### src/rtl/mrv1_th_ctl_pkg.sv
// Shared types for the thread-control unit: op encoding, FSM states and barrier entry layout.
package mrv1_th_ctl_pkg;

  localparam int unsigned NUM_THREADS  = 8;
  localparam int unsigned PC_WIDTH     = 32;
  localparam int unsigned NUM_BARRIERS = 8;
  localparam int unsigned TID_WIDTH    = $clog2(NUM_THREADS);
  localparam int unsigned BAR_ID_WIDTH = $clog2(NUM_BARRIERS);
  localparam int unsigned CNT_WIDTH    = TID_WIDTH + 1;

  typedef enum logic [1:0] {
    RSVD0   = 2'd0,
    TSPAWN  = 2'd1,
    BARRIER = 2'd2,
    RSVD3   = 2'd3
  } th_ctl_op_e;

  typedef enum logic {
    ST_IDLE       = 1'b0,
    ST_SPAWN_WAIT = 1'b1
  } th_ctl_state_e;

  typedef struct packed {
    logic                   busy;
    logic [TID_WIDTH-1:0]   size_m1;
    logic [CNT_WIDTH-1:0]   count;
    logic [NUM_THREADS-1:0] mask;
  } bar_entry_t;

endpackage

### src/rtl/mrv1_bar_table.sv
// Barrier entry array: tracks arrivals per barrier ID and decides stall/release for each arrival.
module mrv1_bar_table
  import mrv1_th_ctl_pkg::*;
#(
  parameter int unsigned NUM_THREADS_P  = NUM_THREADS,
  parameter int unsigned NUM_BARRIERS_P = NUM_BARRIERS,
  localparam int unsigned TID_WIDTH_LP    = $clog2(NUM_THREADS_P),
  localparam int unsigned BAR_ID_WIDTH_LP = $clog2(NUM_BARRIERS_P),
  localparam int unsigned CNT_WIDTH_LP    = TID_WIDTH_LP + 1
) (
  input  logic                       clk_i,
  input  logic                       rst_ni,
  input  logic                       arr_vld_i,
  input  logic [TID_WIDTH_LP-1:0]    arr_tid_i,
  input  logic [BAR_ID_WIDTH_LP-1:0] arr_id_i,
  input  logic [TID_WIDTH_LP-1:0]    arr_size_m1_i,
  output logic [TID_WIDTH_LP-1:0]    size_m1_c,
  output logic                       stall_c,
  output logic                       release_c,
  output logic [NUM_THREADS_P-1:0]   release_mask_c,
  output logic                       dup_c,
  output logic                       size_err_c
);

  bar_entry_t entries_q [NUM_BARRIERS_P];
  bar_entry_t entries_d [NUM_BARRIERS_P];
  bar_entry_t cur;
  logic [NUM_THREADS_P-1:0] tid_bit;

  always_comb begin
    entries_d      = entries_q;
    stall_c        = 1'b0;
    release_c      = 1'b0;
    release_mask_c = '0;
    cur            = entries_q[arr_id_i];
    tid_bit        = NUM_THREADS_P'(1) << arr_tid_i;
    dup_c          = cur.busy && |(cur.mask & tid_bit);
    size_err_c     = cur.busy && (cur.size_m1 != arr_size_m1_i);
    size_m1_c      = cur.busy ? cur.size_m1 : arr_size_m1_i;

    // A duplicate arrival leaves the entry untouched.
    if (arr_vld_i && !dup_c) begin
      if (!cur.busy) begin
        if (arr_size_m1_i == '0) begin
          release_c      = 1'b1;
          release_mask_c = tid_bit;
        end else begin
          entries_d[arr_id_i] = '{busy: 1'b1, size_m1: arr_size_m1_i,
                                  count: CNT_WIDTH_LP'(1), mask: tid_bit};
          stall_c = 1'b1;
        end
      end else if (cur.count == CNT_WIDTH_LP'(cur.size_m1)) begin
        release_c           = 1'b1;
        release_mask_c      = cur.mask | tid_bit;
        entries_d[arr_id_i] = '0;
      end else begin
        entries_d[arr_id_i].count = cur.count + CNT_WIDTH_LP'(1);
        entries_d[arr_id_i].mask  = cur.mask | tid_bit;
        stall_c = 1'b1;
      end
    end
  end

  always_ff @(posedge clk_i) begin
    if (!rst_ni) begin
      entries_q <= '{default: '0};
    end else begin
      entries_q <= entries_d;
    end
  end

endmodule

### src/rtl/mrv1_th_ctl.sv
// Thread-control unit: accepts TSPAWN/BARRIER ops from EXEC and drives the scheduler's th_ctl interface.
module mrv1_th_ctl
  import mrv1_th_ctl_pkg::*;
#(
  parameter int unsigned NUM_THREADS_P  = NUM_THREADS,
  parameter int unsigned PC_WIDTH_P     = PC_WIDTH,
  parameter int unsigned NUM_BARRIERS_P = NUM_BARRIERS,
  localparam int unsigned TID_WIDTH_LP    = $clog2(NUM_THREADS_P),
  localparam int unsigned BAR_ID_WIDTH_LP = $clog2(NUM_BARRIERS_P)
) (
  input  logic                       clk_i,
  input  logic                       rst_ni,
  input  logic                       req_vld_i,
  output logic                       req_rdy_o,
  input  logic [TID_WIDTH_LP-1:0]    req_tid_i,
  input  logic [1:0]                 req_op_i,
  input  logic [PC_WIDTH_P-1:0]      req_pc_i,
  input  logic [BAR_ID_WIDTH_LP-1:0] req_bar_id_i,
  input  logic [TID_WIDTH_LP-1:0]    req_bar_size_m1_i,
  input  logic [NUM_THREADS_P-1:0]   active_threads_i,
  output logic                       th_ctl_vld_o,
  output logic [TID_WIDTH_LP-1:0]    th_ctl_tid_o,
  output logic                       th_ctl_tspawn_vld_o,
  output logic [PC_WIDTH_P-1:0]      th_ctl_tspawn_pc_o,
  output logic                       th_ctl_barrier_vld_o,
  output logic [BAR_ID_WIDTH_LP-1:0] th_ctl_barrier_id_o,
  output logic [TID_WIDTH_LP-1:0]    th_ctl_barrier_size_m1_o,
  output logic                       bar_stall_vld_o,
  output logic [TID_WIDTH_LP-1:0]    bar_stall_tid_o,
  output logic                       bar_release_vld_o,
  output logic [NUM_THREADS_P-1:0]   bar_release_mask_o,
  output logic                       spawn_fail_o,
  output logic                       err_o
);

  th_ctl_state_e state_q, state_d;
  th_ctl_op_e    op;
  logic rdy_q, rdy_d, th_vld_q, th_vld_d, spawn_vld_q, spawn_vld_d;
  logic bar_vld_q, bar_vld_d, stall_vld_q, stall_vld_d, rel_vld_q, rel_vld_d;
  logic spawn_fail_q, spawn_fail_d, err_q, err_d;
  logic [TID_WIDTH_LP-1:0]    tid_q, tid_d, bar_size_q, bar_size_d, stall_tid_q, stall_tid_d;
  logic [PC_WIDTH_P-1:0]      pc_q, pc_d;
  logic [BAR_ID_WIDTH_LP-1:0] bar_id_q, bar_id_d;
  logic [NUM_THREADS_P-1:0]   rel_mask_q, rel_mask_d;

  logic                     accept;
  logic                     bar_arr;
  logic [TID_WIDTH_LP-1:0]  tbl_size_m1;
  logic                     tbl_stall, tbl_release, tbl_dup, tbl_size_err;
  logic [NUM_THREADS_P-1:0] tbl_release_mask;

  assign op      = th_ctl_op_e'(req_op_i);
  assign accept  = req_vld_i && rdy_q;
  assign bar_arr = accept && (op == BARRIER);

  mrv1_bar_table #(
    .NUM_THREADS_P  (NUM_THREADS_P),
    .NUM_BARRIERS_P (NUM_BARRIERS_P)
  ) u_bar_table (
    .clk_i          (clk_i),
    .rst_ni         (rst_ni),
    .arr_vld_i      (bar_arr),
    .arr_tid_i      (req_tid_i),
    .arr_id_i       (req_bar_id_i),
    .arr_size_m1_i  (req_bar_size_m1_i),
    .size_m1_c      (tbl_size_m1),
    .stall_c        (tbl_stall),
    .release_c      (tbl_release),
    .release_mask_c (tbl_release_mask),
    .dup_c          (tbl_dup),
    .size_err_c     (tbl_size_err)
  );

  always_comb begin
    state_d      = state_q;
    rdy_d        = 1'b1;
    th_vld_d     = 1'b0;
    tid_d        = '0;
    spawn_vld_d  = 1'b0;
    pc_d         = '0;
    bar_vld_d    = 1'b0;
    bar_id_d     = '0;
    bar_size_d   = '0;
    stall_vld_d  = 1'b0;
    stall_tid_d  = '0;
    rel_vld_d    = 1'b0;
    rel_mask_d   = '0;
    spawn_fail_d = 1'b0;
    err_d        = err_q;

    if (state_q == ST_SPAWN_WAIT) begin
      state_d = ST_IDLE;
    end

    if (accept) begin
      unique case (op)
        TSPAWN: begin
          if (&active_threads_i) begin
            spawn_fail_d = 1'b1;
          end else begin
            th_vld_d    = 1'b1;
            tid_d       = req_tid_i;
            spawn_vld_d = 1'b1;
            pc_d        = req_pc_i;
            state_d     = ST_SPAWN_WAIT;
            rdy_d       = 1'b0;
          end
        end
        BARRIER: begin
          if (tbl_dup) begin
            err_d = 1'b1;
          end else begin
            th_vld_d    = 1'b1;
            tid_d       = req_tid_i;
            bar_vld_d   = 1'b1;
            bar_id_d    = req_bar_id_i;
            bar_size_d  = tbl_size_m1;
            stall_vld_d = tbl_stall;
            stall_tid_d = tbl_stall ? req_tid_i : '0;
            rel_vld_d   = tbl_release;
            rel_mask_d  = tbl_release_mask;
            err_d       = err_q | tbl_size_err;
          end
        end
        default: err_d = 1'b1;
      endcase
    end
  end

  always_ff @(posedge clk_i) begin
    if (!rst_ni) begin
      state_q      <= ST_IDLE;
      rdy_q        <= 1'b1;
      th_vld_q     <= 1'b0;
      tid_q        <= '0;
      spawn_vld_q  <= 1'b0;
      pc_q         <= '0;
      bar_vld_q    <= 1'b0;
      bar_id_q     <= '0;
      bar_size_q   <= '0;
      stall_vld_q  <= 1'b0;
      stall_tid_q  <= '0;
      rel_vld_q    <= 1'b0;
      rel_mask_q   <= '0;
      spawn_fail_q <= 1'b0;
      err_q        <= 1'b0;
    end else begin
      state_q      <= state_d;
      rdy_q        <= rdy_d;
      th_vld_q     <= th_vld_d;
      tid_q        <= tid_d;
      spawn_vld_q  <= spawn_vld_d;
      pc_q         <= pc_d;
      bar_vld_q    <= bar_vld_d;
      bar_id_q     <= bar_id_d;
      bar_size_q   <= bar_size_d;
      stall_vld_q  <= stall_vld_d;
      stall_tid_q  <= stall_tid_d;
      rel_vld_q    <= rel_vld_d;
      rel_mask_q   <= rel_mask_d;
      spawn_fail_q <= spawn_fail_d;
      err_q        <= err_d;
    end
  end

  assign req_rdy_o                = rdy_q;
  assign th_ctl_vld_o             = th_vld_q;
  assign th_ctl_tid_o             = tid_q;
  assign th_ctl_tspawn_vld_o      = spawn_vld_q;
  assign th_ctl_tspawn_pc_o       = pc_q;
  assign th_ctl_barrier_vld_o     = bar_vld_q;
  assign th_ctl_barrier_id_o      = bar_id_q;
  assign th_ctl_barrier_size_m1_o = bar_size_q;
  assign bar_stall_vld_o          = stall_vld_q;
  assign bar_stall_tid_o          = stall_tid_q;
  assign bar_release_vld_o        = rel_vld_q;
  assign bar_release_mask_o       = rel_mask_q;
  assign spawn_fail_o             = spawn_fail_q;
  assign err_o                    = err_q;

endmodule

### config.mk
export PLATFORM = sky130hd
export DESIGN_NAME = mrv1_th_ctl
export DESIGN_NICKNAME = d
export VERILOG_FILES = /design/src/rtl/mrv1_th_ctl_pkg.sv /design/src/rtl/mrv1_bar_table.sv /design/src/rtl/mrv1_th_ctl.sv
export SDC_FILE = /design/constraint.sdc
export NUM_CORES = 1
export LEC_CHECK = 0
export CORE_ASPECT_RATIO = 2
export CORE_MARGIN = 2
export CORE_UTILIZATION = 30
export CTS_BUF_LIST = sky130_fd_sc_hd__clkbuf_4 sky130_fd_sc_hd__clkbuf_8
export CTS_CLUSTER_DIAMETER = 200
export DETAILED_ROUTE_END_ITERATION = 16
export GPL_TIMING_DRIVEN = 0
export PLACE_DENSITY_LB_ADDON = 0.25
export SLEW_MARGIN = 20
export SYNTH_ARGS = -nofsm -noshare
export SYNTH_HDL_FRONTEND = slang
export SYNTH_SLANG_ARGS = --single-unit
export TNS_END_PERCENT = 100
### constraint.sdc
create_clock -name clk_i -period 2.88 [get_ports clk_i]
set_input_delay 0.288 -clock clk_i [delete_from_list [all_inputs] [get_ports clk_i]]
set_output_delay 0.288 -clock clk_i [all_outputs]
set_load 0.005 [all_outputs]
# --- Yosys cells after proc, flatten, opt, wreduce, memory -nomap -nowiden ---
# Cells that the tools add are included.
classes:
  eq_ne: 5
  bitwise_logic: 12
  mux: 35
  n_lt_le_gt_ge: 2
  shift: 1
  reduce_logical: 19
  n_addsub: 1
op_table:
  columns: ["op", "n"]
  rows:
  - ["$bwmux W128", 3]
  - ["$mux W128", 3]
  - ["$demux W16 S3", 3]
  - ["$and A128 B128 Y128", 1]
  - ["$not A128 Y128", 1]
  - ["$bmux W16 S3", 1]
  - ["$mux W16", 3]
  - ["$mux W8", 4]
  - ["$mux W12", 1]
  - ["$mux W1", 11]
  - ["$reduce_or A5 Y1", 2]
  - ["$mux W3", 3]
  - ["$and A8 B8 Y8", 1]
  - ["$or A8 B8 Y8", 1]
  - ["$reduce_and A8 Y1", 1]
  - ["$reduce_or A4 Y1", 2]
  - ["$reduce_or A8 Y1", 1]
  - ["$shl A1 B3 Y8 const A", 1]
  - ["$logic_and A1 B1 Y1", 6]
  - ["$not A1 Y1", 6]
  - ["$pmux W3 S2", 1]
  - ["$reduce_and A2 Y1", 3]
  - ["$reduce_and A3 Y1", 2]
  - ["$add A4 B1 Y4 const B", 1]
  - ["other kinds (12)", 13]
word_totals:
  out_inout_bits: 60
  wordCells: 121
  regBits: 188
  inputBits: 54

# --- Longest topological paths before layout ---
# Gate-level depths: netlist of run 1.
logic_depth:
  ltp_word: 12
  depth_mapped: 12
  depth_no_buf: 8

# --- Cells and area by module ---
# Synthesis of run 1 repeated with hierarchy kept, for this count alone.
unflattened:
  cells_unflattened: 931
  area_unflattened_um2: 9051.2
modules_own_cells:
  columns: ["mod", "area_each_um2", "n_inst", "cells_per_inst"]
  rows:
  - ["mrv1_bar_table", 7240.7, 1, 789]
  - ["mrv1_th_ctl", 1810.5, 1, 142]

# --- Worst setup path before layout of run 1 ---
# Ideal clock, no wire load.
synth_path:
  kind: "input to register"
  from: "input req_bar_id_i[1]"
  to: "register u_bar_table.entries_q[44] in the netlist's numbering"
  cell_stages: 10
  path_slack_ns: 0.152
  required_time_ns: 2.763
  arrival_time_ns: 2.610
  path_buffers: 3
  path_cell_list: "buf_2 buf_4 mux4_2 mux2_2 a211oi_2 o21a_2 nand2_1 buf_4 a211o_1 a32o_1"
synth_via:
  elab_chain_len: 10
  elab_cells_between_ends: 27
  classes_between: "order compare (2); eq/ne (2); mux (13); bitwise (4); reduce/logical (6)"
synth_rtl:
  columns: ["item", "line", "source"]
  rows:
  - ["start: declaration", "mrv1_th_ctl.sv:18", "input logic [BAR_ID_WIDTH_LP-1:0] req_bar_id_i,"]
  - ["$not A3 Y4 (not written as such) *", null, null]
  - ["$bmux W16 S3", "mrv1_bar_table.sv:35", "cur = entries_q[arr_id_i];"]
  - ["$mux W16 (not written as such) (2 in series)", "mrv1_bar_table.sv:35", null]
  - ["$and A8 B8 Y8", "mrv1_bar_table.sv:37", "dup_c = cur.busy && |(cur.mask & tid_bit);"]
  - ["$reduce_or A8 Y1", "mrv1_bar_table.sv:37", null]
  - ["$logic_and A1 B1 Y1", "mrv1_bar_table.sv:37", null]
  - ["$logic_not A1 Y1", "mrv1_bar_table.sv:42", "if (arr_vld_i && !dup_c) begin"]
  - ["$logic_and A1 B1 Y1", "mrv1_bar_table.sv:42", null]
  - ["$reduce_and A2 Y1 (no line)", null, null]
  - ["end signal: assignment", "mrv1_bar_table.sv:68", "entries_q <= entries_d;"]
  - ["end: declaration", "mrv1_bar_table.sv:25", "bar_entry_t entries_q [NUM_BARRIERS_P];"]
# Mark *: on every way between the ends. The rest lies on a longest branch, timed or not. The select of a mux whose other input is x is not followed.
# A chain may end at the register's enable or synchronous reset.

# --- Worst setup path after layout of run 1 ---
layout_path:
  from: "register u_bar_table.entries_q[63] in the netlist's numbering"
  to: "register u_bar_table.entries_q[124] in the netlist's numbering"
layout_via:
  elab_chain_len: 7
  elab_cells_between_ends: 9
  classes_between: "eq/ne (1); mux (4); reduce/logical (4)"
layout_rtl:
  columns: ["item", "line"]
  rows:
  - ["$bmux W16 S3 *", "mrv1_bar_table.sv:35"]
  - ["$mux W16 (not written as such) * (2 in series)", "mrv1_bar_table.sv:35"]
  - ["$logic_and A1 B1 Y1", "mrv1_bar_table.sv:37"]
  - ["$logic_not A1 Y1", "mrv1_bar_table.sv:42"]
  - ["$logic_and A1 B1 Y1", "mrv1_bar_table.sv:42"]
  - ["$reduce_and A2 Y1 (no line)", null]
# Marked as above.

==> flow_metrics.py, run 1 <==
metrics = {
    "sta": {
        "slew_headroom_pct": 20.4,
        "rsz0062_at_grt": "false",
        "fmax_mhz": 350,
        "slew_viol_final": 0,
        "hold_ws_ns": 0.198,
        "hold_viol": 0,
        "finalSetupViolations": 0,
        "period_share_pct": 99.1,
        "tightest_slew_ns": 1.19,
        "fin_crit_ns": 2.85,
        "clock_skew_ns": 0.0136,
    },
    "logic_synthesis": {
        "synth_area_mm2": 0.00932,
        "postSynthRegisterBits": 188,
        "yosysWarnings": 0,
        "synth_cell_type_count": 79,
        "synthCells": 989,
        "syn_nets": 1046,
        "synthDominantCellAreaShare_pct": 40.4,
        "synth_top_cell_by_area": "dfxtp_1",
        "synth_area_leaders": "dfxtp_1, mux4_2, mux2i_1, nand2_1, and2_1",
        "ys.flop_type": "dfxtp_1",
        "yosysSeqAreaShare_pct": 40.4,
        "avgSynthCellArea_um2": 9.43,
        "async_flop_share_pct": 0,
        "synth-edff-count": 0,
    },
    "place": {
        "place_inst": 1466,
        "io_buffers": 105,
        "routabilityCongestion": 1.01,
        "dpl.hpwl_um": 33200,
        "dpl_cell_area_mm2": 0.0109,
    },
    "floorplanning": {
        "die_y_um": 253,
        "coreArea_mm2": 0.0307,
        "ios": 114,
        "dieArea_mm2": 0.0326,
        "std_cell_rows": 91,
        "die_w_um": 129,
        "start_util_pct": 30.3,
    },
    "finish": {
        "nets": 1183,
        "fillers": 3147,
        "instances_no_fill": 1512,
        "drive_gt1_share_pct": 18.4,
        "final_common_cell": "dfxtp_1",
        "final_cell_mix": "dfxtp_1, clkdlybuf4s50_1, nand2_1, nor2_1, and2_1",
        "fin_area_mm2": 0.0118,
        "area_growth_pct": 26.3,
    },
    "setup_path": {
        "reg2reg_depth": 9,
        "path_class": "flop to flop",
        "startpoint": "u_bar_table.entries_q[63]$_SDFFE_PN0P_",
        "critical_path.endpoint_type": "flop",
        "cp_max_fo": 10,
        "critPathLaunchType": "flop",
        "cp.arrival_ns": 3.28,
        "reg2reg_from": "u_bar_table.entries_q[63]$_SDFFE_PN0P_",
        "cp.required_ns": 3.30,
    },
    "routing": {
        "first_pass_iters": 6,
        "drt_iter0_drc": 1037,
        "ant_nets": 0,
        "post_drt_wl_per_cell_um": 29.5,
        "via_per_inst": 6.14,
        "vias": 9291,
        "wirelength_um": 44700,
        "drc": 0,
    },
    "cts": {
        "clock-sinks": 188,
        "path_clk_slew_ns": 0.11,
        "root_buffer": "clkbuf_8",
        "cts_hold_buffers": 0,
        "cts_buffers": 17,
        "clk_latency_ns": 0.52,
        "htreeDepth": 4,
        "cts_tree": "built",
        "clock_path_buffers": 2,
    },
    "pwr": {
        "finalPower_mw": 5.23,
        "leakage_nw": 4.52,
        "peakVddDrop_v": 0.000309,
        "p_per_area_mw_per_mm2": 445,
    },
    "global_route": {
        "grt_usage_pct": 27.6,
        "overflow": 0,
        "grt_pass1_vias": 9478,
        "antenna_found_initial": 1,
        "grt_pass1_wl_um": 63900,
        "grt_start_max_net_pins": 21,
    },
    "worst_hold_path": {
        "hold_class": "primary input to flop",
        "hold_start": "req_bar_size_m1_i[0]",
        "min_path_cells": 3,
    },
    "job": {
        "maxCapViolCount": 0,
    },
    "run_status": {
        "outcome": "completed",
    },
}
==> worst max-delay path, stage by stage (launching register included) <==
cell and delay (ns):
dfxtp_1 0.33, buf_2 0.29, mux2_2 0.23, o22ai_2 0.14, a21oi_4 0.33, o41a_1 0.17, buf_2 0.29, buf_2 0.35
nand4_1 0.25, a32o_1 0.36
==> timing repair <==
action,4_1_cts,5_1_grt
setup buffers,4,11
pin swaps,4,4
setup endpoints to repair,151,124
gates resized for setup,59,44
==> power breakdown <==
group          internal, mW  switching (mW)  leakage (nW)  total, mW
clock                 0.659            1.17         0.203       1.83
sequential             2.63          0.0197          1.52       2.65
combinational         0.262           0.490          2.80      0.752
==> cell usage after synthesis (all sizes together), types with 18 or more instances <==
cell,number
dfxtp,188
nand2,80
nor2,63
clkbuf,49
buf,43
and2,42
mux2i,40
o21ai,37
a21oi,36
a21o,27
nand3,27
a211oi,25
nor3,23
o211a,23
o22ai,22
mux4,19
a32o,18
==> state kept, by name, indices dropped and copies added, names as in the netlist <==
signal / flops
u_bar_table.entries_q: 128
th_ctl_tspawn_pc_o: 32
bar_release_mask_o: 8
bar_stall_tid_o: 3
th_ctl_barrier_id_o: 3
th_ctl_barrier_size_m1_o: 3
th_ctl_tid_o: 3
bar_release_vld_o: 1
bar_stall_vld_o: 1
err_o: 1
req_rdy_o: 1
spawn_fail_o: 1
th_ctl_barrier_vld_o: 1
th_ctl_tspawn_vld_o: 1
th_ctl_vld_o: 1
==> per-stage QoR <==
stage | TNS (ns) | util (%) | setup slack, ns
after CTS | 0 | 37.5 | 0.00885
after global routing | 0 | 38.3 | 0.00250
after global placement | -137.62 | 35.3 | -1.13
final | 0 | 38.3 | 0.0259
after detailed placement | -141.12 | 35.3 | -1.13
after floorplan | 0 | - | 0.152
==> routing by layer <==
layer | share of wire [%] | vias up | track usage [%]
li1 | - | 4015 | -
met1 | 31 | 4485 | 25.3
met2 | 53 | 564 | 49.9
met3 | 6.1 | 227 | 6.19
met4 | 10 | 0 | 24.1
met5 | 0 | - | 0
==> final timing paths <==
check	endpoint	slack, ns
min	th_ctl_barrier_size_m1_o[0]$_SDFF_PP0_	0.20
max reg2reg	u_bar_table.entries_q[124]$_SDFFE_PN0P_	0.03
min reg2reg	u_bar_table.entries_q[93]$_SDFFE_PN0P_	0.46
max	u_bar_table.entries_q[124]$_SDFFE_PN0P_	0.03
==> cells by family after synthesis <==
logic type / share of synthesized area [%]
flip-flops: 40.4
AND/OR/NAND/NOR: 15.6
multiplexers: 10.5
XOR/XNOR: 1.22
buffers and inverters: 5.30
AO/OA/AOI/OAI: 26.6
adder cells (fa/ha/maj): 0.403
==> area by class of cell <==
type | count | area, µm² | share of cell area, %
Multi-Input combinational cell | 693 | 5400 | 45.9
Sequential cell | 188 | 3770 | 32.0
Timing Repair Buffer | 120 | 1190 | 10.1
Buffer | 90 | 490 | 4.17
Tap cell | 372 | 465 | 3.95
Clock buffer | 17 | 234 | 1.99
Clock inverter | 15 | 164 | 1.39
Inverter | 16 | 60.1 | 0.510
Antenna cell | 1 | 2.50 | 0.0213
Power figures use the tool's default switching activity.
==> run 2, diff against run 1 <==
--- a/config.mk
+++ b/config.mk
@@ -5,6 +5,7 @@
 export SDC_FILE = /design/constraint.sdc
 export NUM_CORES = 1
 export LEC_CHECK = 0
+export ABC_CLOCK_PERIOD_IN_PS = 2880
 export CORE_ASPECT_RATIO = 2
 export CORE_MARGIN = 2
 export CORE_UTILIZATION = 30
==> results of run 2 <==
Same layout as run 1: the final DEF is identical, and so are final timing and power.
